## src/rtl/execute_pipe_skid_if.sv

```systemverilog
// EX->MEM bundle interface: flush, both handshakes, the carried fields and the occupancy debug view.
// The slave modport is the stage's view; the master modport is the EX/MEM/hazard environment's view.
interface execute_pipe_skid_if #(
  parameter int XLEN     = 32,
  parameter int MEMREG_W = 2
) ();
  logic                flush;
  logic                in_valid;
  logic                in_ready;
  logic                load_in;
  logic                store_in;
  logic [MEMREG_W-1:0] mem_reg_in;
  logic [XLEN-1:0]     opb_datain;
  logic [XLEN-1:0]     alu_res;
  logic [XLEN-1:0]     next_sel_addr;
  logic [XLEN-1:0]     pre_address_in;
  logic [XLEN-1:0]     instruction_in;
  logic                out_valid;
  logic                out_ready;
  logic                load_out;
  logic                store_out;
  logic [MEMREG_W-1:0] mem_reg_out;
  logic [XLEN-1:0]     opb_dataout;
  logic [XLEN-1:0]     alu_res_out;
  logic [XLEN-1:0]     next_sel_address;
  logic [XLEN-1:0]     pre_address_out;
  logic [XLEN-1:0]     instruction_out;
  logic [1:0]          occupancy;

  modport slave (
    input  flush, in_valid, load_in, store_in, mem_reg_in, opb_datain, alu_res,
           next_sel_addr, pre_address_in, instruction_in, out_ready,
    output in_ready, out_valid, load_out, store_out, mem_reg_out, opb_dataout,
           alu_res_out, next_sel_address, pre_address_out, instruction_out, occupancy
  );

  modport master (
    output flush, in_valid, load_in, store_in, mem_reg_in, opb_datain, alu_res,
           next_sel_addr, pre_address_in, instruction_in, out_ready,
    input  in_ready, out_valid, load_out, store_out, mem_reg_out, opb_dataout,
           alu_res_out, next_sel_address, pre_address_out, instruction_out, occupancy
  );
endinterface

```

## src/rtl/execute_pipe_skid.sv

```systemverilog
// EX->MEM stage register with a 2-entry skid buffer (main drives outputs, skid catches one extra bundle)
// so in_ready can be a flop. Handshake: a bundle moves on a side only in a cycle where valid & ready are both 1.
module execute_pipe_skid #(
  parameter int          XLEN     = 32,
  parameter int          MEMREG_W = 2,
  parameter logic [31:0] NOP_INSN = 32'h00000013
) (
  input logic                 clk,
  input logic                 rst,
  execute_pipe_skid_if.slave  bus
);
  typedef struct packed {
    logic                load;
    logic                store;
    logic [MEMREG_W-1:0] mem_reg;
    logic [XLEN-1:0]     opb;
    logic [XLEN-1:0]     alu;
    logic [XLEN-1:0]     next_pc;
    logic [XLEN-1:0]     pc;
    logic [XLEN-1:0]     insn;
  } bundle_t;

  bundle_t r_main, r_skid, w_main_nxt, w_skid_nxt, w_in;
  logic    r_main_valid, r_skid_valid, r_in_ready;
  logic    w_main_valid_nxt, w_skid_valid_nxt;
  logic    w_accept, w_deliver;

  assign w_in = '{load: bus.load_in, store: bus.store_in, mem_reg: bus.mem_reg_in,
                  opb: bus.opb_datain, alu: bus.alu_res, next_pc: bus.next_sel_addr,
                  pc: bus.pre_address_in, insn: bus.instruction_in};

  assign w_accept  = bus.in_valid & r_in_ready;
  assign w_deliver = r_main_valid & bus.out_ready;

  always_comb begin
    w_main_nxt       = r_main;
    w_skid_nxt       = r_skid;
    w_main_valid_nxt = r_main_valid;
    w_skid_valid_nxt = r_skid_valid;
    if (r_skid_valid) begin
      // in_ready is 0 here, so only a delivery can change state
      if (w_deliver) begin
        w_main_nxt       = r_skid;
        w_skid_valid_nxt = 1'b0;
      end
    end else if (r_main_valid) begin
      if (w_accept && w_deliver) begin
        w_main_nxt = w_in;
      end else if (w_accept) begin
        w_skid_nxt       = w_in;
        w_skid_valid_nxt = 1'b1;
      end else if (w_deliver) begin
        w_main_valid_nxt = 1'b0;
      end
    end else if (w_accept) begin
      w_main_nxt       = w_in;
      w_main_valid_nxt = 1'b1;
    end
  end

  always_ff @(posedge clk) begin
    if (rst) begin
      r_main       <= '0;
      r_skid       <= '0;
      r_main_valid <= 1'b0;
      r_skid_valid <= 1'b0;
      r_in_ready   <= 1'b1;
    end else if (bus.flush) begin
      // Data is left as-is; only the valid bits matter after a kill
      r_main_valid <= 1'b0;
      r_skid_valid <= 1'b0;
      r_in_ready   <= 1'b1;
    end else begin
      r_main       <= w_main_nxt;
      r_skid       <= w_skid_nxt;
      r_main_valid <= w_main_valid_nxt;
      r_skid_valid <= w_skid_valid_nxt;
      r_in_ready   <= ~w_skid_valid_nxt;
    end
  end

  assign bus.in_ready         = r_in_ready;
  assign bus.out_valid        = r_main_valid;
  assign bus.load_out         = r_main.load & r_main_valid;
  assign bus.store_out        = r_main.store & r_main_valid;
  assign bus.mem_reg_out      = r_main.mem_reg;
  assign bus.opb_dataout      = r_main.opb;
  assign bus.alu_res_out      = r_main.alu;
  assign bus.next_sel_address = r_main.next_pc;
  assign bus.pre_address_out  = r_main.pc;
  assign bus.instruction_out  = r_main_valid ? r_main.insn : XLEN'(NOP_INSN);
  assign bus.occupancy        = {1'b0, r_main_valid} + {1'b0, r_skid_valid};
endmodule

```

## src/flat_wrapper.sv

```systemverilog
// flat-port wrapper written by rule: the top's interface ports become plain ports
module execute_pipe_skid_flat 
#(
  parameter int          XLEN     = 32,
  parameter int          MEMREG_W = 2,
  parameter logic [31:0] NOP_INSN = 32'h00000013
)
  (clk, rst, bus_flush, bus_in_valid, bus_load_in, bus_store_in, bus_mem_reg_in, bus_opb_datain, bus_alu_res, bus_next_sel_addr, bus_pre_address_in, bus_instruction_in, bus_out_ready, bus_in_ready, bus_out_valid, bus_load_out, bus_store_out, bus_mem_reg_out, bus_opb_dataout, bus_alu_res_out, bus_next_sel_address, bus_pre_address_out, bus_instruction_out, bus_occupancy);
  execute_pipe_skid_if #(.XLEN(XLEN), .MEMREG_W(MEMREG_W)) bus_i ();
  input logic clk;
  input logic rst;
  input wire logic [$bits(bus_i.flush)-1:0] bus_flush;
  input wire logic [$bits(bus_i.in_valid)-1:0] bus_in_valid;
  input wire logic [$bits(bus_i.load_in)-1:0] bus_load_in;
  input wire logic [$bits(bus_i.store_in)-1:0] bus_store_in;
  input wire logic [$bits(bus_i.mem_reg_in)-1:0] bus_mem_reg_in;
  input wire logic [$bits(bus_i.opb_datain)-1:0] bus_opb_datain;
  input wire logic [$bits(bus_i.alu_res)-1:0] bus_alu_res;
  input wire logic [$bits(bus_i.next_sel_addr)-1:0] bus_next_sel_addr;
  input wire logic [$bits(bus_i.pre_address_in)-1:0] bus_pre_address_in;
  input wire logic [$bits(bus_i.instruction_in)-1:0] bus_instruction_in;
  input wire logic [$bits(bus_i.out_ready)-1:0] bus_out_ready;
  output wire logic [$bits(bus_i.in_ready)-1:0] bus_in_ready;
  output wire logic [$bits(bus_i.out_valid)-1:0] bus_out_valid;
  output wire logic [$bits(bus_i.load_out)-1:0] bus_load_out;
  output wire logic [$bits(bus_i.store_out)-1:0] bus_store_out;
  output wire logic [$bits(bus_i.mem_reg_out)-1:0] bus_mem_reg_out;
  output wire logic [$bits(bus_i.opb_dataout)-1:0] bus_opb_dataout;
  output wire logic [$bits(bus_i.alu_res_out)-1:0] bus_alu_res_out;
  output wire logic [$bits(bus_i.next_sel_address)-1:0] bus_next_sel_address;
  output wire logic [$bits(bus_i.pre_address_out)-1:0] bus_pre_address_out;
  output wire logic [$bits(bus_i.instruction_out)-1:0] bus_instruction_out;
  output wire logic [$bits(bus_i.occupancy)-1:0] bus_occupancy;
  assign bus_i.flush = bus_flush;
  assign bus_i.in_valid = bus_in_valid;
  assign bus_i.load_in = bus_load_in;
  assign bus_i.store_in = bus_store_in;
  assign bus_i.mem_reg_in = bus_mem_reg_in;
  assign bus_i.opb_datain = bus_opb_datain;
  assign bus_i.alu_res = bus_alu_res;
  assign bus_i.next_sel_addr = bus_next_sel_addr;
  assign bus_i.pre_address_in = bus_pre_address_in;
  assign bus_i.instruction_in = bus_instruction_in;
  assign bus_i.out_ready = bus_out_ready;
  assign bus_in_ready = bus_i.in_ready;
  assign bus_out_valid = bus_i.out_valid;
  assign bus_load_out = bus_i.load_out;
  assign bus_store_out = bus_i.store_out;
  assign bus_mem_reg_out = bus_i.mem_reg_out;
  assign bus_opb_dataout = bus_i.opb_dataout;
  assign bus_alu_res_out = bus_i.alu_res_out;
  assign bus_next_sel_address = bus_i.next_sel_address;
  assign bus_pre_address_out = bus_i.pre_address_out;
  assign bus_instruction_out = bus_i.instruction_out;
  assign bus_occupancy = bus_i.occupancy;
  execute_pipe_skid #(.XLEN(XLEN), .MEMREG_W(MEMREG_W), .NOP_INSN(NOP_INSN)) u_core (.clk(clk), .rst(rst), .bus(bus_i));
endmodule
```

## config.mk

```make
export PLATFORM = sky130hd
export DESIGN_NAME = execute_pipe_skid_flat
export DESIGN_NICKNAME = d
export VERILOG_FILES = /design/src/rtl/execute_pipe_skid_if.sv /design/src/rtl/execute_pipe_skid.sv /design/src/flat_wrapper.sv
export SDC_FILE = /design/constraint.sdc
export NUM_CORES = 1
export LEC_CHECK = 0
export ABC_CLOCK_PERIOD_IN_PS = 2400
export BUFFER_PORTS_ARGS = -buffer_cell sky130_fd_sc_hd__buf_2
export CAP_MARGIN = 10
export CORE_MARGIN = 3
export CORE_UTILIZATION = 45
export CTS_CLUSTER_DIAMETER = 40
export DETAILED_ROUTE_END_ITERATION = 7
export PLACE_DENSITY = 0.7
export SYNTH_ARGS = -nofsm -noshare
export SYNTH_HDL_FRONTEND = slang
export SYNTH_SLANG_ARGS = --single-unit
export TNS_END_PERCENT = 1
```

## constraint.sdc

```tcl
create_clock -name clk -period 2.4 [get_ports clk]
set_input_delay 0.24 -clock clk [delete_from_list [all_inputs] [get_ports clk]]
set_output_delay 0.24 -clock clk [all_outputs]
set_load 0.05 [all_outputs]
```

==> flow_summary.ini, run 1 <==
[power]
seq_power_share = 0.399
pwr-share-comb = 0.132
pwr-share-clk = 0.469
max-vdd-ir-drop_v = 0.0005699
finalPower_mw = 14.42
p_sw_frac = 0.2626
p_int_mw = 10.63
p_sw_mw = 3.788
powerDensity_nw_per_um2 = 703.0
p_leak_nw = 8.362

[route]
wl_um = 44690
first_pass_iters = 7
viasPerCell = 5.371
ant_nets = 0
drtIter0Drc = 795
drc = 0
num_vias = 13980
wl_per_cell_um = 17.18

[setup_path]
endpoint = bus_occupancy[0]
critPathArrivalTime_ns = 1.88
max_stage_delay_ns = 0.42
path_cells = buf_16 > ha_1 > buf_2
crit_family = buffers and inverters
path_buf_inv = 2
crit_fanout = 51
path_depth = 3
end_kind = primary output
r2r_cells = 4
startpoint_type = flop
crit_type = flop to primary output
cp.required_ns = 2.16
r2r-end = u_core.bus.next_sel_address[6]$_SDFFE_PP0P_
worstReg2RegStart = u_core.r_skid_valid$_SDFF_PP0_
r2r_setup_slack_ns = 0.45
slowest_stage = dfxtp_4
startpoint = u_core.r_skid_valid$_SDFF_PP0_

[clock_tree]
cts_buffers = 45
htreeDepth = 2
cts_setup_buffers = 0
clk_latency_ns = 0.56
clk_path_buf_depth = 3
cts_sinks = 331
cts_tree = yes
cts-root-buf = clkbuf_16
clk_pin_slew_ns = 0.06

[sta]
fin_skew_ns = 0.02487
slew_headroom = 0.5071
fin_hold_ws_ns = 0.09714
hold_viol = 0
final-setup-viol-count = 0
drv_slew = 0
fmax_mhz = 471.4
fin_crit_sh = 0.8839
period_needed_ns = 2.121
worst_slack_ns = 0.2786
rsz0062_at_grt = no
finalSetupTns_ns = 0
worst_pin_slew_ns = 0.7394

[logic_synthesis]
syn-cell-area_um2 = 16310
synth.distinct_cells = 24
synth_top_cell_by_area = dfxtp_1
async_flop_share = 0
synth_edf_count = 0
seq_area_frac_synth = 0.4064
synth_nets = 1997
postSynthCellCount = 1827
yosys-top-cells-count = dfxtp_1, a21oi_1, nand3_1, o21ai_0
synth_seq_cells = 331
syn_area_per_cell_um2 = 8.926
yosysMostFrequentCell = dfxtp_1
ys_warn_count = 0
ys_top_cells_by_area = dfxtp_1, mux2i_1, mux2_1
synth.top_cell.area_share = 0.4064
ys.flop_type = dfxtp_1

[floorplanning]
die_area_um2 = 38560
core_um2 = 35660
boundaryPins = 337
die_w_um = 196.4
rows = 69
die_h_um = 196.4
start_util = 0.4573

[final_layout]
finalNonFillerCells = 2602
fillers = 2999
utilization = 0.5754
drive_above_1_share = 0.2366
fin_nets = 2278
design_area_um2 = 20520
syn2layout_area_growth_pct = 25.81

[place]
port-buffer-count = 336
dp.cells = 2356
placed_area_um2 = 17300
place_hpwl_um = 25300
dp_slack_ns = 0.5241
gp_congestion = 0.7784

[grt]
grt_max_degree = 165
grtUsageTotal = 0.2206
antenna_found_initial = 3
grt_remaining_overflow = 0
grt_pass1_wl_um = 70840
grt_pass1_vias = 13900

[hold_path]
hold_path_class = input pin to flop

[run]
maxCapViolCount = 0

[run_status]
status = finished, final reports clean
-- how the worst min path moves through the flow --
stage / from / endpoint / depth (start not counted)
after floorplan: bus_flush / u_core.bus.out_valid$_SDFFE_PP0N_ / 1
after global placement: u_core.r_skid[140]$_SDFFE_PP0P_ / u_core.r_skid[140]$_SDFFE_PP0P_ / 2
after detailed placement: u_core.r_skid[154]$_SDFFE_PP0P_ / u_core.r_skid[154]$_SDFFE_PP0P_ / 2
after CTS: bus_out_ready / u_core.bus.in_ready$_SDFF_PP1_ / 3
after global routing: bus_out_ready / u_core.bus.in_ready$_SDFF_PP1_ / 3
final: bus_out_ready / u_core.bus.in_ready$_SDFF_PP1_ / 3
-- logic make-up (layout without fill, tap and decap cells) --
kind of cell	after synthesis	in the layout	synth area share
and+or+nand+nor	534	534	0.1670
AOI/OAI and AO/OA	332	332	0.1027
DFF	331	331	0.4064
muxes	328	328	0.2139
buffers and inverters	301	613	0.1093
adders and majority gates	1	1	0.0007672
other	0	2	0
-- cell usage in the layout (no fill, tap or decap), types with 5 or more instances in the layout --
master,Yosys,final
buf_2,56,335
dfxtp_1,331,330
o21ai_0,165,165
a21oi_1,165,165
dlygate4sd3_1,0,165
nand3_1,165,164
mux2i_1,164,164
nor2_1,164,164
nor2b_1,164,164
mux2_1,105,105
mux2_2,59,59
clkbuf_16,0,48
and2_1,32,32
buf_12,0,17
buf_4,143,12
clkinvlp_4,0,7
clkinv_2,0,5
bufinv_16,0,5
-- layer usage --
metal	up-vias	global-route usage	wire length, µm
li1	6656	-	-
met1	6691	0.2796	18710
met2	511	0.3634	21370
met3	115	0.04821	3044
met4	2	0.09744	1559
met5	-	0	13
-- sequential cells by signal (all words and copies together) (netlist names) --
| name | cells |
|---|---|
| u_core.bus.mem_reg_out | 2 |
| u_core.r_skid_valid | 1 |
| u_core.bus.alu_res_out | 32 |
| u_core.bus.in_ready | 1 |
| u_core.r_main | 34 |
| u_core.r_skid | 164 |
| u_core.bus.pre_address_out | 32 |
| u_core.bus.next_sel_address | 32 |
| u_core.bus.opb_dataout | 32 |
| u_core.bus.out_valid | 1 |
-- power by group through the flow --
| stage | sequential [mW] | clock, mW | combinational, mW |
|---|---|---|---|
| 4_1_cts | 5.75 | 6.91 | 1.89 |
| 3_5_place_dp | 5.87 | 0 | 1.67 |
| 5_1_grt | 5.77 | 7.13 | 2.03 |
| 2_1_floorplan | 5.84 | 0 | 1.33 |
| 3_3_place_gp | 5.86 | 0 | 1.64 |
| 6_report | 5.76 | 6.76 | 1.90 |
-- final cells by class --
type / instances / area (µm²) / area share
clock inverter: 23 / 282.8 / 0.01378
inverter: 3 / 11.26 / 0.0005489
clock buffer: 55 / 1246 / 0.06074
sequential: 331 / 6630 / 0.3232
antenna: 2 / 5.005 / 0.0002439
multi-input combinational: 1195 / 7938 / 0.3869
tap: 461 / 576.8 / 0.02811
timing repair buffer: 532 / 3826 / 0.1865
-- timing repair --
item | CTS | global route
hold buffers | 165 | 0
pin swaps | 0 | 0
resized for setup | 1 | 0
endpoints found under the setup margin | 1 | 2
endpoints found under the hold margin | 165 | 0
gates cloned | 0 | 1
-- worst reg2reg max path, cell delays in order (launching register included) --
cell and delay (ns):
dfxtp_4 0.42, and3b_1 0.24, o221ai_4 0.25, buf_12 0.45, mux2_2 0.47
Note: power is estimated with default switching activity, not from simulation.
==> inputs of run 2 (changes only) <==
- CELL_PAD_IN_SITES_DETAIL_PLACEMENT: default -> 1
- CELL_PAD_IN_SITES_GLOBAL_PLACEMENT: default -> 1
- PLACE_DENSITY: 0.7 -> 0.88
==> flow_summary.ini, run 2 (synthesis results as in run 1) <==
[clock_tree]
clk_latency_ns = 0.59
cts_setup_buffers = 0
clk_path_buf_depth = 3
cts_sinks = 331
cts-root-buf = clkbuf_16
cts_buffers = 53
cts_tree = yes
clk_pin_slew_ns = 0.06
htreeDepth = 2

[route]
drc = 0
wl_um = 64990
viasPerCell = 5.817
first_pass_iters = 6
wl_per_cell_um = 24.75
ant_nets = 0
drtIter0Drc = 1052
num_vias = 15280

[floorplanning]
core_um2 = 35660
start_util = 0.4573
die_area_um2 = 38560
die_h_um = 196.4
boundaryPins = 337
die_w_um = 196.4
rows = 69

[place]
dp.cells = 2356
dp_slack_ns = 0.4752
port-buffer-count = 336
place_hpwl_um = 30490
gp_congestion = 0.7757

[setup_path]
cp.required_ns = 2.16
critPathArrivalTime_ns = 2.01
crit_fanout = 35
crit_type = flop to primary output
end_kind = primary output
startpoint_type = flop

[grt]
grt_remaining_overflow = 0
antenna_found_initial = 11
grt_pass1_vias = 16560
grt_max_degree = 91
grt_pass1_wl_um = 98640
grtUsageTotal = 0.3222

[sta]
hold_viol = 0
worst_pin_slew_ns = 0.6486
slew_headroom = 0.5676
final-setup-viol-count = 0
fin_skew_ns = 0.03816
fmax_mhz = 444.4
rsz0062_at_grt = no
finalSetupTns_ns = 0
period_needed_ns = 2.250
fin_crit_sh = 0.9375
drv_slew = 0
worst_slack_ns = 0.1500

[run]
maxCapViolCount = 0

[final_layout]
drive_above_1_share = 0.2414
final_cell_mix = buf_2, dfxtp_1, o21ai_0, a21oi_1, dlygate4sd3_1
final_common_cell = buf_2
syn2layout_area_growth_pct = 26.72
largestRegisters = u_core.r_skid (164), u_core.r_main (34)
finalNonFillerCells = 2626
largest_register_ff_count = 164
fin_nets = 2285
regMostFlops = u_core.r_skid

[power]
max-vdd-ir-drop_v = 0.0005593
powerDensity_nw_per_um2 = 742.9
p_leak_nw = 8.445

[hold_path]
hold_path_class = input pin to flop

[run_status]
status = finished, final reports clean
## run 2: cell count changes in the layout (fill, tap and decap cells not counted), sizes merged
cell	before	now
bufinv	5	1
clkbuf	56	66
clkinv	7	15
clkinvlp	7	5
diode	2	11
inv	7	10
## run 2: through the flow
step           total power, mW  area (µm²)  utilization  hold slack, ns
6_report                 15.35       20660       0.5796         0.06813
5_1_grt                  15.73       20660       0.5796         0.07659
4_1_cts                  15.14       20630       0.5787         0.04096
3_5_place_dp             7.574       17290       0.4848          0.4693
3_3_place_gp             7.515       17290       0.4848          0.4591
2_1_floorplan            7.173       16310            -          0.3193
## run 2: repair_timing
| action | CTS | global route |
|---|---|---|
| gates resized for setup | 0 | 1 |
| hold buffers | 165 | 0 |
| setup endpoints to repair | 0 | 1 |
| endpoints found under the hold margin | 167 | 0 |
## run 2: where the power goes
part	switching [mW]	internal (mW)
clock network	3.07	4.47
registers	0.118	5.67
logic	1.30	0.724
## run 2: layer usage
metal / vias up / track usage / share of wire
met4: 2 / 0.1896 / 0.063
li1: 6693 / - / -
met1: 7574 / 0.3585 / 0.38
met5: - / 0 / 0.00017
met2: 745 / 0.5791 / 0.50
met3: 262 / 0.05453 / 0.057
## run 2: worst max-delay path: stages, from the launching register on
cell and delay (ns):
dfxtp_1 0.51, buf_6 0.32, and2_1 0.27, buf_2 0.31
## run 2: final timing paths
| check | start | endpoint | slack [ns] | cells past startpoint |
|---|---|---|---|---|
| worst max-delay path | u_core.bus.out_valid$_SDFFE_PP0N_ | bus_instruction_out[31] | 0.15 | 3 |
| worst min-delay path | rst | u_core.r_skid[24]$_SDFFE_PP0P_ | 0.07 | 2 |
| worst max register to register | u_core.bus.out_valid$_SDFFE_PP0N_ | u_core.bus.next_sel_address[21]$_SDFFE_PP0P_ | 0.31 | 4 |
| worst min register to register | u_core.r_skid[66]$_SDFFE_PP0P_ | u_core.r_skid[66]$_SDFFE_PP0P_ | 0.47 | 2 |
## run 2: layout make-up
type | count | area (µm²)
Inverter | 3 | 11.26
Clock buffer | 66 | 1466
Multi-Input combinational cell | 1195 | 7938
Tap cell | 461 | 576.8
Antenna cell | 11 | 27.53
Clock inverter | 28 | 230.2
Sequential cell | 331 | 6630
Timing Repair Buffer | 531 | 3785
Fill cell | 4021 | 14990
